## src/rtl/counter_updown_mod.sv

```systemverilog
// counter_updown_mod: up/down modulo counter with load, clear, terminal-count pulse and sticky overflow.
// Define COUNTER_SATURATE_EN to hold at the boundary instead of wrapping.
module counter_updown_mod #(
    parameter int unsigned WIDTH = 32,
    parameter int unsigned INIT  = 0
) (
    input  logic             clk,
    input  logic             rst,
    input  logic             clr,
    input  logic             load,
    input  logic [WIDTH-1:0] load_val,
    input  logic             en,
    input  logic             up,
    input  logic [WIDTH-1:0] limit,
    output logic [WIDTH-1:0] out,
    output logic             tc,
    output logic             ovf
);
    localparam logic [WIDTH-1:0] INIT_V = WIDTH'(INIT);
`ifdef COUNTER_SATURATE_EN
    localparam logic SAT = 1'b1;
`else
    localparam logic SAT = 1'b0;
`endif
    logic [WIDTH-1:0] out_q, out_d;
    logic             tc_q, tc_d, ovf_q, ovf_d;
    logic             at_top, at_bot;
    assign at_top = out_q >= limit;
    assign at_bot = out_q == '0;
    always_comb begin
        out_d = out_q;
        tc_d  = 1'b0;
        ovf_d = ovf_q;
        if (clr) begin
            out_d = INIT_V;
            ovf_d = 1'b0;
        end else if (load) begin
            out_d = (load_val > limit) ? limit : load_val;
        end else if (en && up) begin
            out_d = at_top ? (SAT ? limit : '0) : out_q + 1'b1;
            tc_d  = at_top;
            ovf_d = ovf_q | at_top;
        end else if (en) begin
            // Wrap check on zero comes before the out>limit pull-down, so limit=0 still pulses tc.
            out_d = at_bot ? (SAT ? '0 : limit) : (out_q > limit) ? limit : out_q - 1'b1;
            tc_d  = at_bot;
            ovf_d = ovf_q | at_bot;
        end
    end
    always_ff @(posedge clk or posedge rst) begin
        if (rst) begin
            out_q <= INIT_V;
            tc_q  <= 1'b0;
            ovf_q <= 1'b0;
        end else begin
            out_q <= out_d;
            tc_q  <= tc_d;
            ovf_q <= ovf_d;
        end
    end
    assign out = out_q;
    assign tc  = tc_q;
    assign ovf = ovf_q;
endmodule
```

## config.mk

```make
export PLATFORM = sky130hd
export DESIGN_NAME = counter_updown_mod
export DESIGN_NICKNAME = d
export VERILOG_FILES = /design/src/rtl/counter_updown_mod.sv
export SDC_FILE = /design/constraint.sdc
export NUM_CORES = 1
export LEC_CHECK = 0
export CORE_ASPECT_RATIO = 1.5
export CORE_UTILIZATION = 45
export CTS_CLUSTER_SIZE = 16
export DETAILED_ROUTE_END_ITERATION = 7
export GPL_TIMING_DRIVEN = 0
export PLACE_DENSITY = 0.7
export SYNTH_ARGS = -nofsm -noshare
export SYNTH_HDL_FRONTEND = slang
export SYNTH_SLANG_ARGS = --single-unit
```

## constraint.sdc

```tcl
create_clock -name clk -period 6.1 [get_ports clk]
set_input_delay 1.22 -clock clk [delete_from_list [all_inputs] [get_ports clk]]
set_output_delay 1.22 -clock clk [all_outputs]
set_load 0.1 [all_outputs]
```

==> impl_metrics.yaml <==
status:
  status: "finished, final reports clean"
power_and_ir_drop:
  switching_share_pct: 51.5
  leakagePower_nw: 2.96
  peakVddDrop_mv: 0.122
  power.internal_mw: 0.683
  pwr-share-seq_pct: 20.7
  switchingPower_mw: 0.725
  p_clk_share_pct: 19.3
  p_per_area_mw_per_mm2: 203
  power_mw: 1.41
  pwr-share-comb_pct: 60.0
placement:
  place_ws_ns: 0.729
  io_buffers: 102
  hpwl_um: 20400
  gp_congestion: 0.993
clock_network:
  cts_max_level: 2
  clock_latency_ns: 0.29
  cts_setup_buffers: 0
  ctsRootBufferMaster: "clkbuf_16"
  clkTransAtPathRegs_ns: 0.06
  cts_tree: "built"
  cts_resized: 0
  numCtsBuffers: 5
  numClockSinks: 34
  cts.path.max_buffers: 2
  hold_buffers: 0
synth:
  netlist_instances: 747
  yosysTopAreaCell: "dfrtp_1"
  yosys-top-cells-count: "ha_1 (67), nand2_1 (61), nand3_1 (55)"
  synth-seq-cells: 34
  async_flop_share_pct: 100
  ys.flop_type: "dfrtp_1"
  seq_area_frac_synth_pct: 15.3
  avgSynthCellArea_um2: 7.46
  ys_top_cells_by_area: "dfrtp_1 (15%), ha_1 (15%), nand3_1 (4.9%)"
  syn_nets: 884
  synthMostInstantiatedCell: "ha_1"
  synth_warnings: 0
  yosysTopAreaCellShare_pct: 15.3
  ys_types: 71
  synth_edf_count: 0
  netlist_area_mm2: 0.00558
detailed_routing:
  vias_per_cell: 6.93
  first_iter_violations: 764
  finalWirelength_um: 27100
  drc: 0
  routedWlPerCell_um: 26.8
  drt_pass1_iterations: 7
  antenna_left: 0
  vias: 6983
timing:
  maxSlewHeadroom_pct: 33.5
  rsz0062_at_grt: "false"
  fin_crit_ns: 5.31
  whs_ns: 0.488
  hold_viol_final: 0
  finalSetupViolCount: 0
  final.setup.tns_ns: 0
  fin_ws_ns: 0.790
  fmax_mhz: 188
  finalClockSkew_ns: 0.00620
  drv_slew: 0
  worstMarginPinSlew_ns: 0.992
  fin_crit_sh_pct: 87.1
setup_path:
  critPathLaunchType: "primary input"
  critical_path_class: "in2reg"
  endpoint_kind: "flip-flop"
  cp_max_fo: 10
  cp.arrival_ns: 5.47
  worstPathRequired_ns: 6.26
min_path:
  hold_class: "reg2reg"
grt:
  grt-ovfl-total: 0
  grt_pass1_wl_um: 40600
  grt_max_degree: 35
  antenna_found_initial: 0
  grt_use_total_pct: 42.1
  grt_pass1_vias: 7091
floorplanning:
  fp.dieW_um: 92.9
  die-height_um: 138
  design.core.area_mm2: 0.0120
  initial_core_util_pct: 46.4
  die_area_mm2: 0.0128
  rows: 49
  ios: 104
final_layout:
  layout.nets: 993
  drive_above_1_share_pct: 4.68
  area_growth_pct: 24.3
  antenna_cells: 0
job:
  max-cap-violations: 0
registers in the layout, indices dropped and copies added (netlist names):
register,count
out,32
ovf,1
tc,1
critical path, cell delays in order:
cell,delay [ns]
clkdlybuf4s50_1,0.55
inv_1,0.09
ha_1,0.28
nand4_1,0.23
nor4_1,0.84
nand3_1,0.29
nand2_1,0.18
clkbuf_1,0.49
clkbuf_1,0.67
a21oi_1,0.19
o31ai_1,0.32
o211ai_1,0.13
metal layers:
metal / part of all wire (%) / GRT usage [%]
met5: 0 / 0
met3: 8.7 / 7.26
met2: 48 / 69.6
met4: 8.8 / 32.7
met1: 35 / 46.9
cell type report:
class / count / area [um2]
Fill cell: 1200 / 5080
Multi-Input combinational cell: 612 / 4310
Timing Repair Buffer: 102 / 1020
Sequential cell: 34 / 851
Buffer: 58 / 255
Tap cell: 153 / 191
Inverter: 43 / 161
Clock buffer: 6 / 139
worst paths after layout:
kind                       startpoint  endpoint  slack (ns)  cells past startpoint
min                               ovf       ovf        0.49                      1
max                         limit[28]    out[8]        0.79                     12
min in group asynchronous         rst   out[10]        1.46                      2
max reg2reg                   out[27]    out[2]        1.96                     10
max in group asynchronous         rst    out[3]        4.07                      2
min reg2reg                       ovf       ovf        0.49                      1
through the flow:
stage	area (um2)	std cells	util, %
final	6930	1008	57.7
after global routing	6930	1008	57.7
after CTS	6930	1008	57.7
after detailed placement	6790	1002	56.5
after global placement	6790	1002	56.5
after floorplan	5580	747	-
power groups by stage:
stage	logic (mW)	registers [mW]	clock network, mW
2_1_floorplan	0.382	0.464	0
3_3_place_gp	0.806	0.293	0
3_5_place_dp	0.822	0.294	0
4_1_cts	0.826	0.290	0.272
5_1_grt	0.887	0.295	0.278
6_report	0.845	0.292	0.272
layout by cell type (no fill, tap or decap), types with 4 or more instances in the layout:
| cell | n |
|---|---|
| a211oi_1 | 5 |
| xnor2_1 | 17 |
| and2_1 | 8 |
| nand3_1 | 55 |
| o21ai_0 | 41 |
| o211ai_1 | 9 |
| a21boi_0 | 4 |
| o221ai_1 | 9 |
| inv_1 | 42 |
| nor4_1 | 19 |
| o211a_1 | 4 |
| clkdlybuf4s50_1 | 102 |
| nor3_1 | 26 |
| or3_1 | 5 |
| o21ai_1 | 13 |
| buf_2 | 15 |
| nand2_1 | 61 |
| ha_1 | 67 |
| o31ai_1 | 12 |
| xor2_1 | 18 |
| a21oi_1 | 44 |
| a21o_1 | 10 |
| nor2_1 | 28 |
| clkbuf_1 | 38 |
| a31oi_1 | 13 |
| a221oi_1 | 8 |
| nor2b_1 | 5 |
| a32o_1 | 8 |
| nand4_1 | 25 |
| clkbuf_16 | 5 |
| mux2i_1 | 24 |
| dfrtp_1 | 34 |
| and3_1 | 11 |
cells by family (layout without fill, tap and decap cells):
group                    count (synthesis)  after routing  share of synthesized area [%]
adder cells (fa/ha/maj)                 67             67                           15.0
XOR/XNOR                                35             35                           5.50
AND/OR/NAND/NOR                        268            268                           25.5
AO/OA/AOI/OAI                          215            215                           26.3
flip-flops                              34             34                           15.3
buffers and inverters                  101            209                           7.47
multiplexers                            27             27                           4.91
(Power assumes the default switching activity.)
